`config.mk`:
```
export PLATFORM = sky130hd
export DESIGN_NAME = uart_tx_arbiter
export DESIGN_NICKNAME = d
export VERILOG_FILES = /design/src/rtl/uart_tx_arbiter.sv
export SDC_FILE = /design/constraint.sdc
export NUM_CORES = 1
export LEC_CHECK = 0
export BUFFER_PORTS_ARGS = -buffer_cell sky130_fd_sc_hd__buf_2
export CAP_MARGIN = 20
export CORE_MARGIN = 4
export CORE_UTILIZATION = 39
export CTS_BUF_LIST = sky130_fd_sc_hd__clkbuf_4 sky130_fd_sc_hd__clkbuf_8
export DETAILED_ROUTE_END_ITERATION = 8
export GPL_TIMING_DRIVEN = 0
export PLACE_DENSITY = 0.63
export SLEW_MARGIN = 20
export SYNTH_ARGS = -nofsm -noshare
export SYNTH_HDL_FRONTEND = slang
export SYNTH_SLANG_ARGS = --single-unit
```
`constraint.sdc`:
```
create_clock -name clk_i -period 2.25 [get_ports clk_i]
set_input_delay 0.225 -clock clk_i [delete_from_list [all_inputs] [get_ports clk_i]]
set_output_delay 0.225 -clock clk_i [all_outputs]
set_load 0.03 [all_outputs]
```
`src/rtl/uart_tx_arbiter.sv`:
```
// uart_tx_arbiter: round-robin, packet-locked sharing of one UART TX serializer
module uart_tx_arbiter #(
  parameter int NUM_REQ = 4,
  parameter int DATA_W  = 8,
  parameter int TIMEOUT = 1024
) (
  input  logic                      clk_i,
  input  logic                      rst_n,
  input  logic [NUM_REQ-1:0]        req_valid_i,
  input  logic [NUM_REQ*DATA_W-1:0] req_data_i,
  input  logic [NUM_REQ-1:0]        req_last_i,
  output logic [NUM_REQ-1:0]        req_ready_o,
  output logic [DATA_W-1:0]         tx_data_o,
  output logic                      tx_start_o,
  input  logic                      tx_busy_i,
  input  logic                      tx_done_i,
  output logic [NUM_REQ-1:0]        grant_o,
  output logic                      timeout_o
);
  localparam int IW = $clog2(NUM_REQ);
  localparam int CW = $clog2(TIMEOUT);
  typedef enum logic [1:0] {IDLE, ACCEPT, START, WAIT} state_t;
  state_t        state;
  logic [IW-1:0] last_winner, owner, pick, k;
  logic [CW-1:0] cnt;
  logic          last_q, xfer;
  assign req_ready_o = (state == ACCEPT) ? (req_valid_i & grant_o) : '0;
  assign xfer        = |req_ready_o;
  assign tx_start_o  = (state == START) && !tx_busy_i;
  // Offset 1 from the last winner is visited last, so it has the highest priority.
  always_comb begin
    pick = last_winner;
    k = '0;
    for (int i = NUM_REQ; i >= 1; i--) begin
      k = IW'((int'(last_winner) + i) % NUM_REQ);
      pick = req_valid_i[k] ? k : pick;
    end
  end
  always_ff @(posedge clk_i or negedge rst_n) begin
    if (!rst_n) begin
      state       <= IDLE;
      last_winner <= IW'(NUM_REQ - 1);
      owner       <= '0;
      grant_o     <= '0;
      cnt         <= '0;
      last_q      <= 1'b0;
      tx_data_o   <= '0;
      timeout_o   <= 1'b0;
    end else begin
      timeout_o <= 1'b0;
      case (state)
        IDLE: if (|req_valid_i) begin
          owner   <= pick;
          grant_o <= NUM_REQ'(1) << pick;
          cnt     <= '0;
          state   <= ACCEPT;
        end
        ACCEPT: if (xfer) begin
          tx_data_o <= req_data_i[owner*DATA_W +: DATA_W];
          last_q    <= req_last_i[owner];
          cnt       <= '0;
          state     <= START;
        end else if (cnt == CW'(TIMEOUT - 1)) begin
          timeout_o   <= 1'b1;
          grant_o     <= '0;
          last_winner <= owner;
          state       <= IDLE;
        end else begin
          cnt <= cnt + 1'b1;
        end
        START: if (!tx_busy_i) state <= WAIT;
        WAIT: if (tx_done_i) begin
          if (last_q) begin
            grant_o     <= '0;
            last_winner <= owner;
            state       <= IDLE;
          end else begin
            cnt   <= '0;
            state <= ACCEPT;
          end
        end
        default: state <= IDLE;
      endcase
    end
  end
endmodule

```
* Yosys cells after proc, flatten, opt, wreduce, memory -nomap -nowiden
Cells that the tools add are included.
Word-level totals: flip-flop bits (word level) 30, output and inout bits 18, bits of input ports 44, word-level logic and storage cells 89
Cells by class: shift operators 2, multiplexer cells 42, reductions and logical operators 13, $add $sub $neg 5, bitwise logic cells 1, eq/ne operators 13, order comparisons 5
Operators with widths (number):
- 2-to-1 mux 10 bit | 5
- indexed part select 32 x 6 -> 8 bit | 1
- one-hot mux 10 bit (3 select lines) | 1
- 2-to-1 mux 2 bit | 13
- 2-to-1 mux 4 bit | 6
- < comparator 2 x 3 -> 1 bit (second input constant) | 5
- inequality test 2 bit (second input constant) | 6
- one-hot mux 4 bit (3 select lines) | 1
- adder 10 x 1 -> 10 bit (second input constant) | 1
- binary-select mux 1 bit (select 2 bit) | 5
- equality test 10 bit (second input constant) | 1
- AND reduction 5 bit | 2
- 2-to-1 mux 1 bit | 9
- one-hot mux 2 bit (4 select lines) | 1
- OR reduction 4 bit | 2
- AND reduction 6 bit | 1
- adder 2 x 1 -> 2 bit (second input constant) | 2
- adder 2 bit (second input constant) | 2
- AND 4 bit | 1
- equality test 2 bit (second input constant) | 2
- one-hot mux 2 bit (2 select lines) | 1
- AND reduction 2 bit | 2
- AND reduction 4 bit | 1
- left shift 1 x 2 -> 4 bit (first input constant) | 1
- 9 further kinds | 9

* Longest topological paths before layout
depth in word-level cells 10, gate-level depth with buffers 6, gate-level depth less buffers 5

* Worst setup path after synthesis
OpenSTA, ideal clock, no wires.
kind reg2reg, start point reg cnt[0], end point reg last_winner[0], clock period less this slack 1.903 ns, library setup time 0.085 ns, arrival 1.819 ns, required time 2.165 ns, slack 0.347 ns, cell stages (with the launch flop) 6, cell sequence dfrtp_1 ha_1 nand4_4 or4_1 a211o_1 mux2_1
Between the ends: cells in the longest elaborated chain, start to end 3
Ends and longest elaborated chain:
- from (decl) | RTL line 25 | logic [CW-1:0] cnt;
- from (signal assigned) | RTL line 69 | cnt <= cnt + 1'b1;
- equality test 10 bit | RTL line 63 | end else if (cnt == CW'(TIMEOUT - 1)) begin
- inequality test 2 x 1 -> 1 bit (no source line)
- AND reduction 5 bit (no source line)
- to (signal assigned) | RTL line 42 | last_winner <= IW'(NUM_REQ - 1);
- to (signal assigned) | RTL line 66 | last_winner <= owner;
- to (signal assigned) | RTL line 75 | last_winner <= owner;
- to (decl) | RTL line 24 | logic [IW-1:0] last_winner, owner, pick, k;
Every way passes these cells. A chain may end at the register's enable or synchronous reset.

* Final worst setup path
Same ends and word-level chain as after synthesis.

==> reports/metrics.cfg <==
[floorplan]
ios=62
dieWidth_um=76.7
initial_core_util_pct=41.2
coreArea_mm2=0.00447
die_area_mm2=0.00589
die_h_um=76.7
std_cell_rows=24

[clock_tree]
numCtsBuffers=5
cts_root_buffer=clkbuf_8
cts_sinks=30
path_clk_slew_ns=0.07
clockBufferDepth=2
cts_tree=built
cts_resized=0
clock_latency_ns=0.28
postCtsSetupBuffers=0
h-tree-depth=2

[power_and_ir_drop]
p_int_mw=1.62
ir_drop_mv=0.736
pwr-share-comb_pct=52.4
p_sw_share_pct=41.7
p_switching_mw=1.16
power.total_mw=2.78
powerDensity_mw_per_mm2=1200
pwr-share-seq_pct=32.3
power.share.clock_pct=15.2
p_leak_nw=1.08

[layout]
nets=279
area_growth_pct=25.3
final_common_cell=buf_2
final_cell_mix=63 x buf_2, 28 x dfrtp_1, 10 x nand2_1, 10 x mux2_2
drive_gt1_share_pct=43.4
num_antenna_cells=0

[synth]
synth_cell_types=50
syn_inst=165
synth_area_mm2=0.00184
seq_area_frac_synth_pct=40.9
synth_edf_count=0
ys_seq_elements=30
avgSynthCellArea_um2=11.2
syn-num-nets=210
synthFlopType=dfrtp_1
synthArstFlopShare_pct=100
yosysWarningCount=0

[sta]
timing.final.crit_period_ns=2.06
setup_viol=0
max_slew.worst_pin.slew_ns=0.753
fmax_ghz=0.485
fin_skew_ns=0.00636
hold_violations=0
rsz0062_at_grt=false
drv_slew=0
hold_slack_ns=0.254
relSlewSlack_pct=49.4
setup_slack_ns=0.187
period_share_pct=91.7
fin_setup_tns_ns=0

[drt]
drtPass1Iterations=4
vias=1623
vias_per_cell=5.66
drt-total-wl_um=4460
wl_per_cell_um=15.5
drc=0
drtIter0Drc=70
ant_nets=0

[critical_path]
r2r-end=last_winner[0]$_DFFE_PN1P_
crit_type=reg -> reg
cp.required_ns=2.46
startpoint_type=flip-flop
worstPathArrival_ns=2.27
crit_end=last_winner[0]$_DFFE_PN1P_
cp-startpoint=cnt[0]$_DFFE_PN0P_
r2r_start=cnt[0]$_DFFE_PN0P_
end_kind=flip-flop
critPathMaxFanout=8
ff2ff_setup_slack_ns=0.19
reg2reg_depth=5

[global_routing]
grt_usage_pct=15.4
grt_max_degree=31
gr-total-overflow=0
grt_pass1_vias=1632
grt_pass1_wl_um=7400
antenna_found_initial=0

[placement]
place_ws_ns=0.192
io_buffers=61
place_congestion=0.863
dp_hpwl_um=3440

[outcome]
status=finished, final reports clean

[min_path]
whs_path_depth=3
hold_class=in -> reg

[job]
maxCapViolCount=0

-- stage by stage --
step                      area (um^2)  cells  utilization (%)
final                            2310    287             51.6
after global routing             2310    287             51.6
after CTS                        2310    287             51.6
after detailed placement         2210    278             49.4
after global placement           2210    278             49.4
after floorplan                  1840    165                -
-- kinds of logic after synthesis --
group	after synthesis	synth area share (%)
buffers and inverters	15	4.42
adders and majority gates	1	0.679
DFF	30	40.9
muxes	23	19.4
AOI/OAI and AO/OA	47	19.6
and+or+nand+nor	49	14.9
-- timing repair --
item,in CTS,in global routing
hold buffers,1,0
setup endpoints to repair,0,0
endpoints found under the hold margin,22,0
-- flip-flops by register name, summed over array words and instances (netlist names), named ones only --
register     cells
owner            2
last_winner      2
timeout_o        1
tx_data_o        8
grant_o          4
last_q           1
cnt             10
state            1
-- critical path, stage by stage, from the launching register on --
cell	delay (ns)
dfrtp_1	0.40
ha_1	0.28
nand4_4	0.17
or4_1	0.52
a211o_1	0.31
mux2_1	0.32
-- layout make-up --
cell class,instances,area (um^2)
Tap cell,52,65.1
Buffer,8,55.1
Fill cell,414,2170
Clock inverter,2,10.0
Multi-Input combinational cell,120,1010
Timing Repair Buffer,62,315
Inverter,7,26.3
Sequential cell,30,753
Clock buffer,6,76.3
-- worst min path at each step --
| stage | start | slack, ns | to |
|---|---|---|---|
| final | tx_busy_i | 0.25 | state[0]$_DFFE_PN0P_ |
| after global routing | tx_done_i | 0.27 | flip-flop |
| after CTS | tx_busy_i | 0.25 | state[0]$_DFFE_PN0P_ |
| after detailed placement | rst_n | 0.30 | tx_data_o[4]$_DFFE_PN0P_ |
| after global placement | rst_n | 0.30 | tx_data_o[4]$_DFFE_PN0P_ |
| after floorplan | rst_n | -0.07 | async pin |
-- routing by layer --
| layer | track usage (%) | vias to the layer above | wire length [um] | part of all wire (%) |
|---|---|---|---|---|
| met3 | 3.16 | 8 | 151 | 3.4 |
| met2 | 25.6 | 31 | 2180 | 49 |
| met1 | 20.0 | 794 | 2070 | 46 |
| li1 | - | 790 | - | - |
| met5 | 0 | - | 0 | 0 |
| met4 | 5.25 | 0 | 56 | 1.3 |
-- power groups by stage --
| stage | logic [mW] | clock network [mW] | registers (mW) |
|---|---|---|---|
| after floorplan | 0.910 | 0 | 1.08 |
| after global placement | 1.46 | 0 | 0.902 |
| after detailed placement | 1.46 | 0 | 0.909 |
| after CTS | 1.47 | 0.431 | 0.900 |
| after global routing | 1.57 | 0.452 | 0.927 |
| final | 1.46 | 0.422 | 0.898 |
-- Yosys cell counts (all sizes together) (4+ instances only) --
master,number,area share [%]
nand2,10,2.0
o211ai,9,3.7
mux4,9,11
nor2,9,1.8
nand2b,4,1.4
clkbuf,4,1.4
a21o,4,1.6
dfrtp,28,38
inv,7,1.4
nand3,7,1.9
nor3,5,1.6
buf,4,1.6
a22o,4,1.9
mux2,12,7.3
o21ai,5,1.4
No activity file was read; power rests on OpenSTA's default activity.
